==> config.mk <==
export PLATFORM = sky130hd
export DESIGN_NAME = keypad_scan
export DESIGN_NICKNAME = d
export VERILOG_FILES = /design/src/rtl/keypad_pkg.sv /design/src/rtl/keypad_frame_scan.sv /design/src/rtl/keypad_scan.sv
export SDC_FILE = /design/constraint.sdc
export NUM_CORES = 1
export LEC_CHECK = 0
export ABC_AREA = 0
export BUFFER_PORTS_ARGS = -buffer_cell sky130_fd_sc_hd__buf_2
export CAP_MARGIN = 20
export CORE_MARGIN = 4
export CORE_UTILIZATION = 46
export CTS_BUF_LIST = sky130_fd_sc_hd__clkbuf_4
export DETAILED_ROUTE_END_ITERATION = 7
export SETUP_SLACK_MARGIN = 0.02
export SLEW_MARGIN = 20
export SYNTH_ARGS = -nofsm -noshare
export SYNTH_HDL_FRONTEND = slang
export SYNTH_HIERARCHICAL = 1
export SYNTH_SLANG_ARGS = --single-unit
==> constraint.sdc <==
create_clock -name CLK -period 5.13 [get_ports CLK]
set_input_delay 0.2565 -clock CLK [delete_from_list [all_inputs] [get_ports CLK]]
set_output_delay 0.2565 -clock CLK [all_outputs]
set_load 0.02 [all_outputs]
==> src/rtl/keypad_pkg.sv <==
// Shared key codes and debounce FSM state encoding for the keypad scanner.
package keypad_pkg;

  localparam logic [3:0] KEY_START   = 4'd3;
  localparam logic [3:0] KEY_CLEAR   = 4'd7;
  localparam logic [3:0] KEY_CONFIRM = 4'd11;
  localparam logic [3:0] KEY_ZERO    = 4'd12;
  localparam logic [3:0] KEY_NONE    = 4'hF;

  typedef enum logic [1:0] {
    IDLE     = 2'd0,
    PRESS_DB = 2'd1,
    HELD     = 2'd2,
    REL_DB   = 2'd3
  } state_t;

endpackage

==> src/rtl/keypad_frame_scan.sv <==
// Drives the 4x4 matrix columns, synchronizes the rows and reduces each full
// scan frame to a single key code (KEY_NONE for no key or multiple keys).
module keypad_frame_scan
  import keypad_pkg::*;
#(
  parameter int SCAN_DIV = 4
) (
  input  logic       clk,
  input  logic       rst,
  input  logic [3:0] row_in,
  output logic [3:0] col_out,
  output logic       frame_tick,
  output logic [3:0] frame_code
);

  localparam int DW = (SCAN_DIV > 1) ? $clog2(SCAN_DIV) : 1;

  logic [DW-1:0] dwell;
  logic [1:0]    col;
  logic [3:0]    row_meta;
  logic [3:0]    row_sync;
  logic [1:0]    acc_cnt;   // low bits seen this frame, saturates at 2
  logic [3:0]    acc_code;

  logic          last_dwell;
  logic [1:0]    hit_cnt;
  logic [1:0]    hit_row;
  logic [2:0]    total;
  logic [1:0]    sum_cnt;
  logic [3:0]    sum_code;

  assign last_dwell = (dwell == DW'(SCAN_DIV - 1));
  assign col_out    = ~(4'b0001 << col);

  // NOTE: every signal written here gets a default first, so no latch is inferred.
  always_comb begin
    hit_cnt = '0;
    hit_row = '0;
    for (int r = 0; r < 4; r++) begin
      if (!row_sync[r]) begin
        if (hit_cnt != 2'd2) hit_cnt = hit_cnt + 2'd1;
        hit_row = 2'(r);
      end
    end
    total    = {1'b0, acc_cnt} + {1'b0, hit_cnt};
    sum_cnt  = (total >= 3'd2) ? 2'd2 : total[1:0];
    sum_code = (hit_cnt == 2'd1) ? {hit_row, col} : acc_code;
  end

  // NOTE: sequential state uses non-blocking assignments only, so every flop
  // samples the pre-edge values of its neighbours.
  always_ff @(posedge clk or posedge rst) begin
    if (rst) begin
      dwell      <= '0;
      col        <= '0;
      row_meta   <= 4'hF;
      row_sync   <= 4'hF;
      acc_cnt    <= '0;
      acc_code   <= KEY_NONE;
      frame_tick <= 1'b0;
      frame_code <= KEY_NONE;
    end else begin
      row_meta   <= row_in;
      row_sync   <= row_meta;
      frame_tick <= 1'b0;
      if (last_dwell) begin
        dwell <= '0;
        col   <= col + 2'd1;
        if (col == 2'd3) begin
          frame_tick <= 1'b1;
          frame_code <= (sum_cnt == 2'd1) ? sum_code : KEY_NONE;
          acc_cnt    <= '0;
          acc_code   <= KEY_NONE;
        end else begin
          acc_cnt  <= sum_cnt;
          acc_code <= sum_code;
        end
      end else begin
        dwell <= dwell + DW'(1);
      end
    end
  end

endmodule

==> src/rtl/keypad_scan.sv <==
// 4x4 keypad scanner with press/release debounce, producing the key_value/EN
// level interface consumed by the meter controller.
module keypad_scan
  import keypad_pkg::*;
#(
  parameter int SCAN_DIV = 4,
  parameter int DEBOUNCE = 3
) (
  input  logic       CLK,
  input  logic       RST,
  input  logic [3:0] row_in,
  output logic [3:0] col_out,
  output logic [3:0] key_value,
  output logic       EN
);

  localparam int            CW      = $clog2(DEBOUNCE + 1);
  localparam logic [CW-1:0] CNT_MAX = CW'(DEBOUNCE);

  logic          frame_tick;
  logic [3:0]    frame_code;

  state_t        state, state_next;
  logic [CW-1:0] cnt, cnt_next, cnt_inc;
  logic [3:0]    cand, cand_next;
  logic [3:0]    key_next;
  logic          en_next;

  keypad_frame_scan #(.SCAN_DIV(SCAN_DIV)) u_frame_scan (
    .clk        (CLK),
    .rst        (RST),
    .row_in     (row_in),
    .col_out    (col_out),
    .frame_tick (frame_tick),
    .frame_code (frame_code)
  );

  assign cnt_inc = (cnt == CNT_MAX) ? cnt : cnt + CW'(1);

  always_ff @(posedge CLK or posedge RST) begin
    if (RST) begin
      state     <= IDLE;
      cnt       <= '0;
      cand      <= KEY_NONE;
      key_value <= KEY_NONE;
      EN        <= 1'b0;
    end else begin
      state     <= state_next;
      cnt       <= cnt_next;
      cand      <= cand_next;
      key_value <= key_next;
      EN        <= en_next;
    end
  end

  // key_value is only loaded on the accept path, where EN is still low.
  always_comb begin
    state_next = state;
    cnt_next   = cnt;
    cand_next  = cand;
    key_next   = key_value;
    en_next    = EN;
    if (frame_tick) begin
      case (state)
        IDLE: if (frame_code != KEY_NONE) begin
          if (DEBOUNCE == 1) begin
            key_next   = frame_code;
            en_next    = 1'b1;
            state_next = HELD;
          end else begin
            cand_next  = frame_code;
            cnt_next   = CW'(1);
            state_next = PRESS_DB;
          end
        end
        PRESS_DB: if (frame_code == cand) begin
          cnt_next = cnt_inc;
          if (cnt_inc == CNT_MAX) begin
            key_next   = cand;
            en_next    = 1'b1;
            cnt_next   = '0;
            state_next = HELD;
          end
        end else begin
          cnt_next   = '0;
          state_next = IDLE;
        end
        HELD: if (frame_code != key_value) begin
          if (DEBOUNCE == 1) begin
            en_next    = 1'b0;
            state_next = IDLE;
          end else begin
            cnt_next   = CW'(1);
            state_next = REL_DB;
          end
        end
        REL_DB: if (frame_code == key_value) begin
          cnt_next   = '0;
          state_next = HELD;
        end else begin
          cnt_next = cnt_inc;
          if (cnt_inc == CNT_MAX) begin
            en_next    = 1'b0;
            cnt_next   = '0;
            state_next = IDLE;
          end
        end
        default: state_next = IDLE;
      endcase
    end
  end

endmodule

Word-level counts from Yosys, hierarchy flattened --
Cells that the tools add are included.
Word-level totals: register bits after elaboration 36, bits of input ports 6, output and inout bits 9, logic and storage cells 91
Cells by class: add/sub/neg operators 7, order comparisons 1, eq/ne operators 24, shifts and indexed selects 1, mux-type cells 36, bitwise gates (word level) 1, reductions and logical operators 8
Operator list (number):
- $mux 2 | 22
- $ne 2x2->1 const B | 8
- $pmux 2 s4 | 2
- $eq 2x2->1 const B | 6
- $mux 4 | 3
- $add 2x1->2 const B | 5
- $eq 4x4->1 | 2
- $mux 1 | 8
- $eq 2x1->1 const B | 3
- $ne 3x3->1 const B | 2
- $reduce_and 3->1 | 2
- $reduce_and 6->1 | 1
- $reduce_and 5->1 | 1
- $ne 4x4->1 | 1
- $ne 4x4->1 const B | 1
- $not 4->4 | 1
- $reduce_and 4->1 | 1
- $shl 1x2->4 const A | 1
- $add 2x2->3 | 1
- $ge 3x2->1 const B | 1
- $add 1x1->2 const B | 1
- $logic_not 2->1 | 1
- $ne 1x2->1 const B | 1
- $pmux 1 s2 | 1
- other kinds (2) | 2

Longest topological paths before layout --
Gate-level depths: netlist of run 1.
word-level depth 15, depth in mapped cells 12, depth with buffers taken out 12

Modules after synthesis --
The synthesis of run 1 kept the hierarchy.
Modules (own cells, without submodules):
- keypad_frame_scan | instances 1, cells each 105, area each 1153.6 sq um, sequential area each 595.6 sq um
- keypad_scan | instances 1, cells each 57, area each 678.2 sq um, sequential area each 335.3 sq um

Worst setup path after synthesis of run 1 --
No wires, ideal clock.
path type register to register, from register u_frame_scan.row_sync[1], to register u_frame_scan.frame_code[2], setup time 0.083 ns, arrival time 2.559 ns, data required time 5.047 ns, path slack 2.487 ns, cell stages (with the launch flop) 10, path buffers 0, clock period less this slack 2.643 ns, path through dfstp_2 > inv_1 > ha_1 > a21oi_1 > ha_1 > inv_1 > mux2_2 > fa_1 > nand4_1 > o32a_1
On the way: cells in the longest elaborated chain, start to end 12, elaborated cells between the ends (all ways) 19, those cells by class 3 x add/sub; 1 x order compare; 4 x eq/ne; 11 x mux
Ends and longest elaborated chain:
- from (decl) | RTL line keypad_frame_scan.sv:21 | logic [3:0] row_sync;
- from (signal assigned) | RTL line keypad_frame_scan.sv:64 | row_sync <= row_meta;
- $mux 2 | RTL line keypad_frame_scan.sv:40 | if (!row_sync[r]) begin
- $add 2x1->2 / $ne 2x2->1 (equally long branches) | RTL line keypad_frame_scan.sv:41 | if (hit_cnt != 2'd2) hit_cnt = hit_cnt + 2'd1;
- $mux 2 | RTL line keypad_frame_scan.sv:41
- $mux 2 | RTL line keypad_frame_scan.sv:40
- $add 2x1->2 / $ne 2x2->1 (equally long branches) | RTL line keypad_frame_scan.sv:41
- $mux 2 | RTL line keypad_frame_scan.sv:41
- $mux 2 | RTL line keypad_frame_scan.sv:40
- $add 2x2->3 | RTL line keypad_frame_scan.sv:45 | total = {1'b0, acc_cnt} + {1'b0, hit_cnt};
- $ge 3x2->1 | RTL line keypad_frame_scan.sv:46 | sum_cnt = (total >= 3'd2) ? 2'd2 : total[1:0];
- $mux 2 | RTL line keypad_frame_scan.sv:46
- $eq 2x1->1 | RTL line keypad_frame_scan.sv:71 | frame_code <= (sum_cnt == 2'd1) ? sum_code : KEY_NONE;
- $mux 4 (*) | RTL line keypad_frame_scan.sv:71
- to (signal assigned) | RTL line keypad_frame_scan.sv:71
- to (decl) | RTL line keypad_frame_scan.sv:13 | output logic [3:0] frame_code
Every way passes the cells marked *; elsewhere a longest branch is shown, timed or not. A chain may end at the register's enable or synchronous reset.

Final worst setup path of run 1 --
Same ends and word-level chain as after synthesis.

==> reports/metrics.yaml, run 1 <==
run_status:
  outcome: "complete, no violations"
detailed_routing:
  viasPerCell: 5.30
  ant_nets: 0
  route.detailed.drc: 0
  dr.pass1.iters: 4
  wirelength_um: 3240
  vias: 1236
  drt_iter0_drc: 38
  wl_per_cell_um: 13.9
sta:
  setup_viol: 0
  hold_viol_final: 0
  max_freq_mhz: 352
  grt_setup_unrepaired: "false"
  maxSlewViolCount: 0
  whs_ns: 0.363
  fin_skew_ns: 0.0138
  postLayoutSetupSlackWorst_ns: 2.29
  post-route-min-period_ns: 2.84
  worstMarginPinSlew_ns: 0.867
  period_share_pct: 55.4
  final.setup.tns_ns: 0
  relSlewSlack_pct: 42.1
setup_path:
  cp-start-kind: "flip-flop"
  crit_arrival_ns: 3.11
  r2r-start: "u_frame_scan/row_sync[1]$_DFF_PP1_"
  crit_path_start: "u_frame_scan/row_sync[1]$_DFF_PP1_"
  cp_cell_sequence: "inv_1 > ha_1 > a21oi_1 > ha_1 > nor2_1 > a21oi_1 > ha_1 > inv_1 > fa_1 > nand4_1 > o32a_1"
  worstPathRequired_ns: 5.40
  path_buf_inv: 2
  critPathKind: "reg2reg"
  cpMostUsedCell: "ha_1"
  end_kind: "flip-flop"
  max_stage_delay_ns: 0.56
  cp_max_fo: 4
  crit_family: "adder cells"
  cp_slowest_cell: "dfstp_2"
synthesis:
  synthCells: 162
  synth.net_count: 178
  ys_seq_elements: 36
  syn_area_um2: 1830
  synth_top_area_share_pct: 34.4
  synth-seq-area-share_pct: 50.8
  synth.largest_area_cell: "dfstp_2"
  ys_top_cells_by_area: "dfstp_2, dfrtp_1, ha_1"
  yosys.cell_types.count: 42
  syn_avg_cell_area_um2: 11.3
  ys_warn_count: 6
placement:
  place_inst: 220
  gp_congestion: 0.762
  postPlaceCellArea_um2: 1930
  hpwl_um: 2460
  pre_cts_ws_ns: 2.31
  port_buffers: 14
cells_and_area:
  area_growth_pct: 12.6
  final_common_cell: "dfstp_2"
  finalInstanceArea_um2: 2060
  antenna_cells: 0
  nNetsFinal: 200
  final_util_pct: 55.1
  drive_gt1_share_pct: 34.1
  final_cell_mix: "dfstp_2, inv_1, buf_2, dfrtp_1, a21oi_1"
  fin_cells: 233
die:
  die-height_um: 71.1
  ios: 15
  coreArea_um2: 3740
  rows: 22
  start_util_pct: 48.9
  design.die.area_um2: 5060
  die_x_um: 71.1
grt:
  grt_max_degree: 24
  globalRouteOverflowTotal: 0
  grtUsageTotal_pct: 14.7
  grt_antenna_before_repair: 0
  grt_pass1_wl_um: 5910
  grt_pass1_vias: 1277
clock_tree:
  cts_root_buffer: "clkbuf_4"
  htree_levels: 2
  clk_path_buf_depth: 2
  clk_pin_slew_ns: 0.11
  insertion_delay_ns: 0.33
  clock_sinks: 36
  cts_buffers: 5
  cts_resized: 0
  cts_tree: "built"
power:
  power.leakage_nw: 0.890
  p_per_area_nw_per_um2: 342
  totalPowerFinal_uw: 705
  ir_worst_vdd_mv: 0.150
min_path:
  hp-start: "u_frame_scan/row_meta[0]$_DFF_PP1_"
  hold_path_class: "reg2reg"
job:
  max-cap-violations: 0
-- synth_stat cells (all sizes together) --
master and count:
and2b 1, nor2b 3, dfrtp 12, mux2i 1, o311ai 1, o22ai 2
and3b 1, xnor2 8, fa 1, a211oi 1, o21ai 7, nand2b 1
o22a 1, a2bb2oi 2, o211a 1, nand3 2, o221a 1, ha 9
xor2 1, nor3b 2, or4 1, o2111ai 1, a21o 1, dfstp 24
o21a 2, o32a 2, clkbuf 2, nor2 9, buf 2, nor3 1
a21oi 11, nand4 7, nand2 9, o31a 1, o32ai 1, and2 3
mux2 9, inv 18
-- path summary, 6_finish.rpt --
path	endpoint	slack (ns)	cells past startpoint
setup / recovery	u_frame_scan/frame_code[2]$_DFFE_PP1P_	2.29	11
hold / removal	u_frame_scan/row_sync[0]$_DFF_PP1_	0.36	0
setup reg to reg	u_frame_scan/frame_code[2]$_DFFE_PP1P_	2.29	11
hold reg to reg	u_frame_scan/row_sync[0]$_DFF_PP1_	0.36	0
max in group asynchronous	u_frame_scan/col[1]$_DFFE_PP0P_	3.94	3
min in group asynchronous	EN$_DFFE_PP0P_	0.50	3
-- layout make-up --
| cell class | instances | area (µm²) |
|---|---|---|
| Fill cell | 367 | 1680 |
| Inverter | 18 | 67.6 |
| Clock inverter | 2 | 35.0 |
| Sequential cell | 36 | 931 |
| Tap cell | 48 | 60.1 |
| Clock buffer | 6 | 45.0 |
| Timing Repair Buffer | 19 | 120 |
| Multi-Input combinational cell | 104 | 803 |
-- repair_timing --
item	4_1_cts	5_1_grt
setup endpoints to repair	0	0
setup buffers	0	0
endpoints found under the hold margin	7	2
hold buffers	3	2
-- worst reg2reg max path, cell delays in order (launching register included) --
cell and delay (ns):
dfstp_2 0.56, inv_1 0.06, ha_1 0.28, a21oi_1 0.21, ha_1 0.23, nor2_1 0.05, a21oi_1 0.13, ha_1 0.16
inv_1 0.04, fa_1 0.52, nand4_1 0.18, o32a_1 0.38
-- cells by family (layout without fill, tap and decap cells) --
| group | Yosys count | in the layout | share of synthesized area [%] |
|---|---|---|---|
| xor gates and xnor gates | 9 | 9 | 4.30 |
| AOI/OAI and AO/OA | 35 | 35 | 13.3 |
| DFF | 36 | 36 | 50.8 |
| muxes | 10 | 10 | 6.08 |
| and+or+nand+nor | 40 | 40 | 12.9 |
| buffers and inverters | 22 | 45 | 5.33 |
| adders and majority gates | 10 | 10 | 7.24 |
-- sequential cells by signal, summed over array words and instances (netlist names), 2 cells and up --
register and flops:
u_frame_scan/row_sync 4, u_frame_scan/acc_code 4, u_frame_scan/acc_cnt 2, u_frame_scan/row_meta 4
u_frame_scan/dwell 2, cand 4, u_frame_scan/col 2, state 2
u_frame_scan/frame_code 4, key_value 4, cnt 2
-- metal layers --
| layer | share of wire (%) | vias up | GRT usage [%] | wire length (µm) |
|---|---|---|---|---|
| met5 | 0 | - | 0 | 0 |
| met4 | 1.4 | 0 | 6.26 | 46 |
| met3 | 3.6 | 4 | 3.84 | 118 |
| met2 | 47 | 16 | 22.3 | 1510 |
| met1 | 48 | 611 | 19.8 | 1570 |
| li1 | - | 605 | - | - |
-- report_power, final --
group / internal [mW] / total, mW / switching [mW]
clock: 0.107 / 0.197 / 0.0899
combinational: 0.0675 / 0.130 / 0.0622
sequential: 0.341 / 0.378 / 0.0371
total: 0.516 / 0.705 / 0.189
Power figures use the tool's default switching activity.
==> run 2: changes to the inputs <==
--- a/config.mk
+++ b/config.mk
@@ -12,6 +12,7 @@
 export CORE_UTILIZATION = 46
 export CTS_BUF_LIST = sky130_fd_sc_hd__clkbuf_4
 export DETAILED_ROUTE_END_ITERATION = 7
+export PLACE_DENSITY = 0.66
 export SETUP_SLACK_MARGIN = 0.02
 export SLEW_MARGIN = 20
 export SYNTH_ARGS = -nofsm -noshare
==> constraint.sdc (replaced) <==
create_clock -name CLK -period 2.3 [get_ports CLK]
set_input_delay 0.115 -clock CLK [delete_from_list [all_inputs] [get_ports CLK]]
set_output_delay 0.115 -clock CLK [all_outputs]
set_load 0.02 [all_outputs]
==> reports/metrics.yaml, run 2 (synthesis gave the netlist of run 1 again) <==
cells_and_area:
  area_growth_pct: 26.9
  nNetsFinal: 225  # +13%
  multi_input_area_um2: 897  # +12%
  fillers: 325  # -11%
  drive_gt1_share_pct: 50.0  # +16 points
  fin_cells: 258  # +11%
  final_util_pct: 62.1  # +7.0 points
  seq_area_um2: 931  # unchanged
  final_cell_mix: "dfstp_2, buf_4, inv_1, buf_2, dfrtp_1"
  antenna_cells: 0  # unchanged
die:
  start_util_pct: 48.9  # unchanged
  die-height_um: 71.1  # unchanged
  ios: 15  # unchanged
  die_x_um: 71.1  # unchanged
  coreArea_um2: 3740  # unchanged
  design.die.area_um2: 5060  # unchanged
  rows: 22  # unchanged
detailed_routing:
  dr.pass1.iters: 4  # unchanged
  drt_iter0_drc: 40  # +5.3%
  vias: 1342  # +8.6%
  wirelength_um: 3660  # +13%
  route.detailed.drc: 0  # unchanged
  ant_nets: 0  # unchanged
  wl_per_cell_um: 14.2  # +2.0%
  viasPerCell: 5.20  # -1.9%
grt:
  grt_pass1_vias: 1398  # +9.5%
  globalRouteOverflowTotal: 0  # unchanged
  grt_pass1_wl_um: 6440  # +9.0%
  met3_usage_pct: 4.26  # +0.43 points
  grt_busiest_layer: "met2"
  grt_antenna_before_repair: 0  # unchanged
  met2_usage_pct: 26.4  # +4.0 points
  use_met1_pct: 20.5  # +0.72 points
  grt_max_degree: 24  # unchanged
  grtUsageTotal_pct: 16.0  # +1.3 points
placement:
  port_buffers: 14  # unchanged
  pre_cts_ws_ns: -0.352  # -2.66 ns
  gp_congestion: 0.812  # +6.5%
  hpwl_um: 2520  # +2.5%
  place_inst: 231  # +5.0%
setup_path:
  crit_family: "adder cells"
  cp_max_fo: 3  # -1
  cp_cell_sequence: "inv_2 > ha_4 > a21oi_4 > ha_4 > inv_2 > mux2_4 > fa_1 > nand4_1 > buf_4 > a21oi_2 > a21oi_1"
  cp_slowest_cell: "dfstp_2"
  max_stage_delay_ns: 0.58  # +0.02 ns
  critPathKind: "reg2reg"
  cp-start-kind: "flip-flop"
  path_buf_inv: 3  # +1
  end_kind: "flip-flop"
  worstPathRequired_ns: 2.57  # -2.83 ns
  reg2reg_setup_slack_ns: -0.36  # -2.65 ns
  crit_arrival_ns: 2.93  # -0.18 ns
clock_tree:
  clk_path_buf_depth: 2  # unchanged
  htree_levels: 2  # unchanged
  cts_root_buffer: "clkbuf_4"
  cts_buffers: 5  # unchanged
  clock_sinks: 36  # unchanged
  clk_pin_slew_ns: 0.11  # about the same
  insertion_delay_ns: 0.34  # about the same
  cts_tree: "built"
sta:
  maxSlewViolCount: 0  # unchanged
  max_freq_mhz: 375  # +6.7%
  hold_viol_final: 0  # unchanged
  grt_setup_unrepaired: "true"
  final.setup.tns_ns: -1.88  # -1.88 ns
  post-route-min-period_ns: 2.66  # -0.177 ns
  postLayoutSetupSlackWorst_ns: -0.363  # -2.65 ns
  fin_skew_ns: 0.00699  # -0.00681 ns
  period_share_pct: 116  # +60 points
  setup_viol: 6  # +6
  worstMarginPinSlew_ns: 0.873  # +0.00552 ns
  relSlewSlack_pct: 41.7  # -0.37 points
min_path:
  hold_path_class: "in2async"
job:
  max-cap-violations: 0  # unchanged
run_status:
  violations: "negative setup slack"
  outcome: "finished, violations left"
power:
  p_per_area_nw_per_um2: 670  # +96%
  power.leakage_nw: 1.01  # +14%
  totalPowerFinal_mw: 1.56  # +120%
  ir_worst_vdd_mv: 0.332  # +120%
-- run 2: cell types whose count changed in the layout (fill, tap and decap cells not counted), moves of 4 or more --
| cell | change |
|---|---|
| inv_1 | -4 |
| buf_4 | +24 |
| a21oi_1 | -5 |
| ha_1 | -4 |
| inv_2 | +4 |
-- run 2: cell type report --
class / count / area share [%]
tap: 48 / 2.58
timing repair buffer: 44 / 13.4
clock buffer: 7 / 2.26
multi-input combinational: 104 / 38.6
sequential: 36 / 40.0
inverter: 18 / 2.91
clock inverter: 1 / 0.215
-- run 2: where the power goes --
group / leakage, nW / internal (mW) / switching (mW)
clock: 0.0361 / 0.143 / 0.204
combinational: 0.564 / 0.199 / 0.168
sequential: 0.412 / 0.760 / 0.0837
-- run 2: worst register-to-register path: stages, from the launching register on --
cell and delay (ns):
dfstp_2 0.58, inv_2 0.07, ha_4 0.27, a21oi_4 0.06, ha_4 0.27, inv_2 0.03, mux2_4 0.27, fa_1 0.55
nand4_1 0.13, buf_4 0.18, a21oi_2 0.11, a21oi_1 0.07
-- run 2: timing repair --
item | CTS | global route
pin swaps | 6 | 7
gates resized for setup | 8 | 6
endpoints found under the setup margin | 6 | 6
buffers inserted | 13 | 2
endpoints found under the hold margin | 16 | 0
hold buffers | 5 | 0
-- run 2: layer usage --
metal	vias to the layer above	wire length [µm]
li1	661	-
met1	658	1720
met2	16	1770
met3	7	115
met4	0	51
met5	-	0
-- run 2: per-stage QoR --
step	hold slack, ns	area, µm²
floorplan	-0.0138	1880
global placement	0.157	2060
detailed placement	0.188	2060
CTS	0.345	2290
global route	0.370	2320
finish	0.350	2320
-- run 2: worst paths after layout --
kind,startpoint,to,depth (start not counted)
max in group asynchronous,RST,u_frame_scan/col[1]$_DFFE_PP0P_,3
worst min register to register,u_frame_scan/row_meta[1]$_DFF_PP1_,u_frame_scan/row_sync[1]$_DFF_PP1_,0
worst min-delay path,RST,state[0]$_DFFE_PP0P_,3
min in group CLK,u_frame_scan/row_meta[1]$_DFF_PP1_,u_frame_scan/row_sync[1]$_DFF_PP1_,0
worst max register to register,u_frame_scan/row_sync[1]$_DFF_PP1_,u_frame_scan/frame_code[0]$_DFFE_PP1P_,11
worst max-delay path,u_frame_scan/row_sync[1]$_DFF_PP1_,u_frame_scan/frame_code[0]$_DFFE_PP1P_,11
